$ cat config.mk
export PLATFORM = sky130hd
export DESIGN_NAME = flash_bus_request_ctrl
export DESIGN_NICKNAME = d
export VERILOG_FILES = /design/src/rtl/flash_bus_request_ctrl.sv
export SDC_FILE = /design/constraint.sdc
export NUM_CORES = 1
export LEC_CHECK = 0
export CAP_MARGIN = 20
export CORE_ASPECT_RATIO = 0.8
export CORE_MARGIN = 2
export CORE_UTILIZATION = 52
export CTS_CLUSTER_DIAMETER = 80
export DETAILED_ROUTE_END_ITERATION = 7
export HOLD_SLACK_MARGIN = 0.1
export PLACE_DENSITY = 0.81
export SETUP_SLACK_MARGIN = 0.15
export SLEW_MARGIN = 0
export SYNTH_ARGS = -nofsm -noshare
export SYNTH_HDL_FRONTEND = slang
export SYNTH_SLANG_ARGS = --single-unit
$ cat constraint.sdc
create_clock -name clk -period 3 [get_ports clk]
set_clock_uncertainty 0.15 [all_clocks]
set_input_delay 0.9 -clock clk [delete_from_list [all_inputs] [get_ports clk]]
set_output_delay 0.9 -clock clk [all_outputs]
set_load 0.05 [all_outputs]
$ cat src/rtl/flash_bus_request_ctrl.sv
// 6809 bus front end for the SPI flash engine.
// It synchronizes E, decodes the flash window, and issues one-cycle engine requests.
module flash_bus_request_ctrl #(
  parameter logic [15:0] BASE_ADDR = 16'hE000,
  parameter logic [15:0] ADDR_MASK = 16'hF000,
  parameter logic [15:0] TIMEOUT   = 16'd4095
) (
  input  logic        clk,
  input  logic        reset,
  input  logic        i_enable,
  input  logic [15:0] i_ADDRESS_BUS,
  input  logic [7:0]  i_DataBus,
  input  logic        i_RW,
  output logic        o_req,
  output logic        o_req_rw,
  output logic [23:0] o_req_addr,
  output logic [7:0]  o_req_data,
  input  logic        i_eng_busy,
  input  logic        i_eng_done,
  input  logic [7:0]  i_eng_data,
  output logic [7:0]  o_spi_data,
  output logic        o_MemoryReady,
  output logic        o_HALT,
  output logic        o_timeout_err,
  output logic        o_overrun_err
);

  typedef enum logic [2:0] {
    IDLE, RD_PEND, RD_WAIT, RD_HOLD, WR_PEND
  } state_t;

  state_t      state;
  logic        e_s1, e_s2, e_prev;
  logic [15:0] lat_addr;
  logic        lat_rw, lat_hit;
  logic [15:0] wr_addr;
  logic        rd_after_wr;
  logic [15:0] cnt;

  logic        rise, fall, hit, tmo, rd_hit, wr_fall;
  logic [15:0] pin_off, lat_off;

  assign rise    = e_s2 & ~e_prev;
  assign fall    = ~e_s2 & e_prev;
  assign hit     = (i_ADDRESS_BUS & ADDR_MASK) == BASE_ADDR;
  assign tmo     = cnt == TIMEOUT;
  assign rd_hit  = rise & hit & i_RW;
  assign wr_fall = fall & lat_hit & ~lat_rw;
  assign pin_off = i_ADDRESS_BUS & ~ADDR_MASK;
  assign lat_off = lat_addr & ~ADDR_MASK;

  always_ff @(posedge clk) begin
    if (reset) begin
      state         <= IDLE;
      e_s1          <= 1'b0;
      e_s2          <= 1'b0;
      e_prev        <= 1'b0;
      lat_addr      <= '0;
      lat_rw        <= 1'b1;
      lat_hit       <= 1'b0;
      wr_addr       <= '0;
      rd_after_wr   <= 1'b0;
      cnt           <= '0;
      o_req         <= 1'b0;
      o_req_rw      <= 1'b1;
      o_req_addr    <= '0;
      o_req_data    <= '0;
      o_spi_data    <= '0;
      o_MemoryReady <= 1'b1;
      o_HALT        <= 1'b1;
      o_timeout_err <= 1'b0;
      o_overrun_err <= 1'b0;
    end else begin
      e_s1   <= i_enable;
      e_s2   <= e_s1;
      e_prev <= e_s2;
      o_req  <= 1'b0;

      if (rise) begin
        lat_hit <= hit;
        if (hit) begin
          lat_addr <= i_ADDRESS_BUS;
          lat_rw   <= i_RW;
        end
      end

      unique case (state)
        IDLE: begin
          if (rd_hit) begin
            o_MemoryReady <= 1'b0;
            cnt           <= '0;
            if (!i_eng_busy) begin
              o_req      <= 1'b1;
              o_req_rw   <= 1'b1;
              o_req_addr <= {8'h00, pin_off};
              state      <= RD_WAIT;
            end else begin
              o_HALT <= 1'b0;
              state  <= RD_PEND;
            end
          end else if (wr_fall) begin
            o_req_data <= i_DataBus;
            wr_addr    <= lat_off;
            if (!i_eng_busy) begin
              o_req      <= 1'b1;
              o_req_rw   <= 1'b0;
              o_req_addr <= {8'h00, lat_off};
            end else begin
              o_HALT      <= 1'b0;
              rd_after_wr <= 1'b0;
              cnt         <= '0;
              state       <= WR_PEND;
            end
          end
        end

        RD_PEND: begin
          if (!i_eng_busy) begin
            o_req      <= 1'b1;
            o_req_rw   <= 1'b1;
            o_req_addr <= {8'h00, lat_off};
            o_HALT     <= 1'b1;
            cnt        <= '0;
            state      <= RD_WAIT;
          end else if (tmo) begin
            o_MemoryReady <= 1'b1;
            o_HALT        <= 1'b1;
            o_spi_data    <= 8'hFF;
            o_timeout_err <= 1'b1;
            state         <= RD_HOLD;
          end else begin
            cnt <= cnt + 16'd1;
          end
        end

        RD_WAIT: begin
          // done beats a coincident timeout
          if (i_eng_done) begin
            o_spi_data    <= i_eng_data;
            o_MemoryReady <= 1'b1;
            state         <= RD_HOLD;
          end else if (tmo) begin
            o_MemoryReady <= 1'b1;
            o_HALT        <= 1'b1;
            o_spi_data    <= 8'hFF;
            o_timeout_err <= 1'b1;
            state         <= RD_HOLD;
          end else begin
            cnt <= cnt + 16'd1;
          end
        end

        RD_HOLD: begin
          if (fall) state <= IDLE;
        end

        WR_PEND: begin
          if (wr_fall) o_overrun_err <= 1'b1;
          if (rd_hit) begin
            o_MemoryReady <= 1'b0;
            rd_after_wr   <= 1'b1;
          end
          if (!i_eng_busy) begin
            o_req      <= 1'b1;
            o_req_rw   <= 1'b0;
            o_req_addr <= {8'h00, wr_addr};
            o_HALT     <= 1'b1;
            cnt        <= '0;
            state      <= (rd_after_wr || rd_hit) ? RD_PEND : IDLE;
          end else if (tmo) begin
            o_MemoryReady <= 1'b1;
            o_HALT        <= 1'b1;
            o_spi_data    <= 8'hFF;
            o_timeout_err <= 1'b1;
            state         <= (rd_after_wr || rd_hit) ? RD_HOLD : IDLE;
          end else begin
            cnt <= cnt + 16'd1;
          end
        end

        default: state <= IDLE;
      endcase
    end
  end

endmodule
==> metrics.md, run 1 <==
| Metric | Value |
|---|---|
| Die width | `105.4 microns` |
| Cells along the critical path | `clkdlybuf4s50_1 > nand3b_1 > or2_1 > a31o_2 > nor3_4 > and3_1 > a221o_1` |
| Final Hold Fails | `0` |
| Crit path launch type | `input port` |
| TritonCTS clock tree | `yes` |
| Max_cap viols | `0` |
| Vias/cell | `5.803` |
| Max frequency | `0.3746 GHz` |
| Final min period | `2.670 ns` |
| Non-Filler Instances | `686` |
| IO Count | `84` |
| GP Congestion | `0.9675` |
| Worst-path fanout max | `6` |
| Fin util | `69.17%` |
| ANT cells | `0` |
| Area growth syn-to-layout | `28.56%` |
| DP Worst Slack | `-0.1640 ns` |
| Placed cells | `670` |
| Cell Area, Synth | `4275 sq um` |
| Post-CTS sizing | `0` |
| Port bufs | `83` |
| Cell count after synthesis | `488` |
| Worst endpoint data arrival time | `2.81 ns` |
| Fraction of layout cells with a size suffix above 1 | `12.98%` |
| Sequential area share after synthesis | `44.48%` |
| Core ar. | `7946 sq um` |
| Initial antenna violation count | `0` |
| Cell variety after synth | `66` |
| Ys flop type | `dfxtp_1` |
| Vias in the first global route | `3826` |
| Post-DP HPWL | `7439 microns` |
| Clk Tree Root Cell | `clkbuf_8` |
| Num CTS Buffers | `9` |
| Register bit count reported by yosys | `95` |
| Worst hold margin | `0.2997 ns` |
| Tot GR Track Use | `24.70%` |
| First-pass GRT wire length | `18060 microns` |
| Post-CTS setup buffer count | `0` |
| CP max stage delay | `0.42 ns` |
| Largest net degree at the start of global routing | `41` |
| Final setup fails | `0` |
| Commonest non-fill, non-tap cell in the layout | `dfxtp_1` |
| Final worst path period share | `88.99%` |
| Post-layout net count | `612` |
| DIE AREA | `8967 sq um` |
| Yosys warns | `0` |
| Setup WS post-layout | `0.3304 ns` |
| Most frequent cells in the layout | `dfxtp_1, nand2_1, clkdlybuf4s50_1, a21oi_1, nor2_1` |
| DR DRC count | `0` |
| Vias after detailed routing | `3981` |
| Status | `complete, no violations` |
| Post-synth EDFFs | `0` |
| Worst-path clk slew | `0.08 ns` |
| Grt total ovfl | `0` |
| Cell area power density | `405.6 nW/um^2` |
| First DRT Iteration DRCs | `178` |
| Max Buffers Root-to-Sink | `2` |
| DRT Wirelength | `10810 microns` |
| Initial core utilization | `53.80%` |
| Slew HR | `46.93%` |
| Unrepaired setup endpoints after global routing | `no` |
| Core Rows | `29` |
| Syn nets | `527` |
| H-tree depth | `3` |
| WP data required | `3.14 ns` |
| P_leak | `1.957 nW` |
| Sink Count | `95` |
| Max-slew violations | `0` |
| Type of the worst min-delay path | `flip-flop to flip-flop` |
| WL/cell | `15.76 microns` |
| Mean area per synthesized cell | `8.761 sq um` |
| Worst setup EP type | `flip-flop` |
| First-pass DRT Iterations | `4` |
| Worst skew pair latency | `0.35 ns` |
| Setup CP Type | `input port to flip-flop` |
| DIE HEIGHT | `85.10 microns` |
| Antenna-violating nets left | `0` |
| Peak VDD IR | `0.0002867 V` |
| Post-Route Setup TNS | `0 ns` |
| Slowest library cell on the worst path | `clkdlybuf4s50_1` |
| Ys async rst share | `0%` |
| Pin slew with the least headroom to its limit | `0.7942 ns` |
| Hold buffers post-CTS | `0` |
==> sequential cells by signal, indices dropped and copies added, names as in the netlist, 3 cells and up, named ones only <==
name	cells
o_req_addr	24
wr_addr	12
cnt	16
lat_addr	12
o_spi_data	8
state	3
o_req_data	8
==> worst max-delay path: cells and delay by family <==
family | cells | cell delay [ns]
compound gates | 2 | 0.40
buf+inv | 1 | 0.42
simple gates | 4 | 1.09
==> kinds of logic (layout without fill, tap and decap cells) <==
group	count (synthesis)	in the layout	share of synthesized area [%]
XOR/XNOR	1	1	0.2049
flip-flops	95	95	44.48
buffers and inverters	41	131	4.682
adder cells (fa/ha/maj)	1	1	0.2926
AO/OA/AOI/OAI	154	154	25.32
multiplexers	12	12	2.810
AND/OR/NAND/NOR	184	184	22.21
==> through the flow <==
stage | total power, mW | cell area [sq um]
finish | 2.230 | 5497
detailed placement | 1.421 | 5291
global placement | 1.419 | 5291
floorplan | 1.345 | 4275
global route | 2.313 | 5497
CTS | 2.251 | 5490
==> power breakdown <==
part	internal (mW)	switching, mW
Sequential	1.26	0.00329
Clock	0.407	0.430
Combinational	0.0649	0.0607
Total	1.74	0.494
==> metal layers <==
layer / vias up / routed length [microns] / track usage (%)
li1: 1939 / - / -
met1: 1898 / 4878 / 32.21
met2: 133 / 5111 / 40.35
met3: 11 / 706 / 6.298
met4: 0 / 116 / 7.879
met5: - / 0 / 0
==> cell type report <==
cell class                      instances  area, sq um
Clock buffer                           11        141.4
Clock inverter                          5        57.56
Fill cell                             628         2450
Inverter                                6        22.52
Multi-Input combinational cell        352         2180
Sequential cell                        95         1902
Tap cell                              108        135.1
Timing Repair Buffer                  109         1059
==> final timing paths <==
kind             end  cells past startpoint              start  slack, ns
max          cnt[14]                      7  i_ADDRESS_BUS[12]       0.33
min             e_s2                      1               e_s1       0.30
max reg2reg   cnt[7]                      7             cnt[0]       0.60
min reg2reg     e_s2                      1               e_s1       0.30
==> synth_stat cells, types with 5 or more instances <==
cell type | n | area, sq um
dfxtp_1 | 95 | 1902
a221oi_1 | 13 | 113.9
and4_1 | 5 | 43.79
nand4_1 | 6 | 37.54
o21ai_1 | 5 | 25.02
buf_2 | 12 | 60.06
nand2_1 | 84 | 315.3
o221a_2 | 8 | 90.09
a21oi_1 | 71 | 355.3
o21ai_0 | 12 | 60.06
and2_1 | 15 | 93.84
a211oi_2 | 9 | 112.6
inv_1 | 6 | 22.52
mux2i_1 | 12 | 120.1
nor2_1 | 31 | 116.4
nand3_1 | 7 | 35.03
a211oi_1 | 5 | 37.54
nor2b_1 | 6 | 37.54
clkbuf_1 | 15 | 56.30
Note: power is estimated with default switching activity, not from simulation.
==> run 2, diff against run 1 <==
--- a/config.mk
+++ b/config.mk
@@ -8,11 +8,11 @@
 export CAP_MARGIN = 20
 export CORE_ASPECT_RATIO = 0.8
 export CORE_MARGIN = 2
-export CORE_UTILIZATION = 52
+export CORE_UTILIZATION = 45
 export CTS_CLUSTER_DIAMETER = 80
 export DETAILED_ROUTE_END_ITERATION = 7
 export HOLD_SLACK_MARGIN = 0.1
-export PLACE_DENSITY = 0.81
+export PLACE_DENSITY = 0.72
 export SETUP_SLACK_MARGIN = 0.15
 export SLEW_MARGIN = 0
 export SYNTH_ARGS = -nofsm -noshare
==> run 2 against run 1 <==
The run now ends with design-rule violations left. Utilization down 7.4 points. Clock power increased by 47%. Setup slack worse by 0.014 ns. Clock-buffer cell count did not move. Sequential share of layout area decreased by 0.95 points. Final cell count up 1.6%. Via count rose by 1.6%. Sequential power about the same. Cell area grew 2.8%. Die area is 15% higher. Global-route usage is 3.0 points lower. Routed wire length increased by 2.7%. Critical path type unchanged. Critical endpoint unchanged. Largest cell class unchanged. Highest routed layer unchanged.
==> metrics.md, run 2 (synthesis gave the netlist of run 1 again) <==
| Metric | Value |
|---|---|
| Max_cap viols | `0 (unchanged)` |
| Pin slew with the least headroom to its limit | `0.7544 ns (-0.03977 ns)` |
| First DRT Iteration DRCs | `356 (+100%)` |
| Cells along the critical path | `clkdlybuf4s50_1 > buf_4 > nor4_1 > o21ai_1 > nand2_1 > nor3_4 > and3_1 > a221o_1` |
| DIE HEIGHT | `91.18 microns (+7.1%)` |
| WP data required | `3.07 ns (-0.07 ns)` |
| Worst skew pair latency | `0.34 ns (about the same)` |
| Vias in the first global route | `3783 (-1.1%)` |
| Worst endpoint data arrival time | `2.76 ns (-0.05 ns)` |
| Worst-path fanout max | `6 (unchanged)` |
| Cell area power density | `463.8 nW/um^2 (+14%)` |
| Sink Count | `95 (unchanged)` |
| Core ar. | `9154 sq um (+15%)` |
| Final min period | `2.683 ns (+0.01383 ns)` |
| Clk Tree Root Cell | `clkbuf_16` |
| P_leak | `2.036 nW (+4.0%)` |
| DIE AREA | `10300 sq um (+15%)` |
| ANT cells | `0 (unchanged)` |
| Setup CP Type | `input port to flip-flop` |
| Max frequency | `0.3727 GHz (-0.52%)` |
| IO Count | `84 (unchanged)` |
| CP bufs+invs | `2 (+1)` |
| TritonCTS clock tree | `yes` |
| Violated checks | `design-rule violations` |
| Initial antenna violation count | `0 (unchanged)` |
| Die width | `113.0 microns (+7.2%)` |
| Tot GR Track Use | `21.72% (-3.0 points)` |
| Final worst path period share | `89.45% (+0.46 points)` |
| H-tree depth | `3 (unchanged)` |
| Worst path top cell family by delay | `buffers and inverters` |
| Crit path launch type | `input port` |
| Non-Filler Instances | `697 (+1.6%)` |
| Largest net degree at the start of global routing | `35 (-15%)` |
| Vias after detailed routing | `4044 (+1.6%)` |
| Commonest non-fill, non-tap cell in the layout | `dfxtp_1` |
| Largest regs | `o_req_addr: 24 flops, cnt: 16 flops` |
| Final setup fails | `0 (unchanged)` |
| Port bufs | `83 (unchanged)` |
| CP max stage delay | `0.51 ns (+0.09 ns)` |
| Antenna-violating nets left | `0 (unchanged)` |
| Slowest library cell on the worst path | `clkdlybuf4s50_1` |
| Final Hold Fails | `0 (unchanged)` |
| DRT Wirelength | `11100 microns (+2.7%)` |
| Fill cells | `782 (+25%)` |
| First-pass DRT Iterations | `7 (+3)` |
| Max FFs per register | `24 (unchanged)` |
| DP Worst Slack | `-0.1854 ns (-0.02135 ns)` |
| Worst setup EP type | `flip-flop` |
| Most frequent cells in the layout | `dfxtp_1, nand2_1, clkdlybuf4s50_1, a21oi_1, nor2_1` |
| Area growth syn-to-layout | `32.19%` |
| Fraction of layout cells with a size suffix above 1 | `13.75% (+0.77 points)` |
| Max-slew violations | `0 (unchanged)` |
| GP Congestion | `0.8462 (-13%)` |
| Status | `complete, but fails checks` |
| Vias/cell | `5.802 (about the same)` |
| Core Rows | `31 (+6.9%)` |
| Hold buffers post-CTS | `0 (unchanged)` |
| Type of the worst min-delay path | `flip-flop to flip-flop` |
| Placed cells | `681 (+1.6%)` |
| Unrepaired setup endpoints after global routing | `no` |
| Post-CTS setup buffer count | `0 (unchanged)` |
| Slew HR | `49.00% (+2.1 points)` |
| Max Buffers Root-to-Sink | `2 (unchanged)` |
| DR DRC count | `3 (+3)` |
| WL/cell | `15.93 microns (+1.1%)` |
| Register bank with the most flops | `o_req_addr` |
| Grt total ovfl | `0 (unchanged)` |
| Peak VDD IR | `0.0002893 V (+0.88%)` |
| Post-DP HPWL | `7671 microns (+3.1%)` |
| Initial core utilization | `46.71% (-7.1 points)` |
| Setup WS post-layout | `0.3166 ns (-0.01383 ns)` |
| Post-layout net count | `616 (+0.65%)` |
| First-pass GRT wire length | `18340 microns (+1.5%)` |
| Post-CTS sizing | `0 (unchanged)` |
| Worst-path clk slew | `0.06 ns (-0.02 ns)` |
| Num CTS Buffers | `9 (unchanged)` |
==> run 2: cell count changes in the layout (fill, tap and decap cells not counted), sizes merged <==
cell      change
bufinv        +1
clkinvlp      -2
clkinv        +1
buf           +4
==> run 2: final timing paths <==
| path | start | end | slack [ns] | cells after the start |
|---|---|---|---|---|
| min | e_s1 | e_s2 | 0.29 | 1 |
| max reg2reg | cnt[0] | cnt[7] | 0.60 | 7 |
| max | i_eng_busy | cnt[14] | 0.32 | 8 |
| min reg2reg | e_s1 | e_s2 | 0.29 | 1 |
==> run 2: metrics by stage <==
stage / setup TNS (ns) / utilization [%] / cell area, sq um / power (mW) / hold WS (ns)
3_5_place_dp: -2.304 / 58.09 / 5318 / 1.422 / 0.2800
5_1_grt: 0 / 61.74 / 5652 / 2.704 / 0.3113
6_report: 0 / 61.74 / 5652 / 2.621 / 0.2871
4_1_cts: 0 / 61.63 / 5642 / 2.642 / 0.2952
2_1_floorplan: 0 / - / 4275 / 1.345 / 0.2638
3_3_place_gp: -0.7468 / 58.09 / 5318 / 1.420 / 0.2724
==> run 2: layout make-up <==
type	instances	area, sq um	area share, %
clock buffer	11	242.7	4.295
clock inverter	5	81.33	1.439
inverter	6	22.52	0.3985
multi-input combinational	352	2183	38.63
sequential	95	1902	33.65
tap	115	143.9	2.546
timing repair buffer	113	1076	19.04
==> run 2: routing by layer <==
metal,wire [microns],global-route usage (%),up-vias
met1,5037,29.26,1913
li1,-,-,1946
met3,825,6.075,12
met4,110,5.589,0
met5,0,0,-
met2,5128,34.49,173
==> run 2: where the power goes <==
part | internal (mW) | total (mW) | switching, mW | leakage (nW)
clock network | 0.753 | 1.23 | 0.472 | 0.156
registers | 1.27 | 1.27 | 0.00370 | 0.766
logic | 0.0660 | 0.127 | 0.0609 | 1.11
total | 2.08 | 2.62 | 0.537 | 2.04
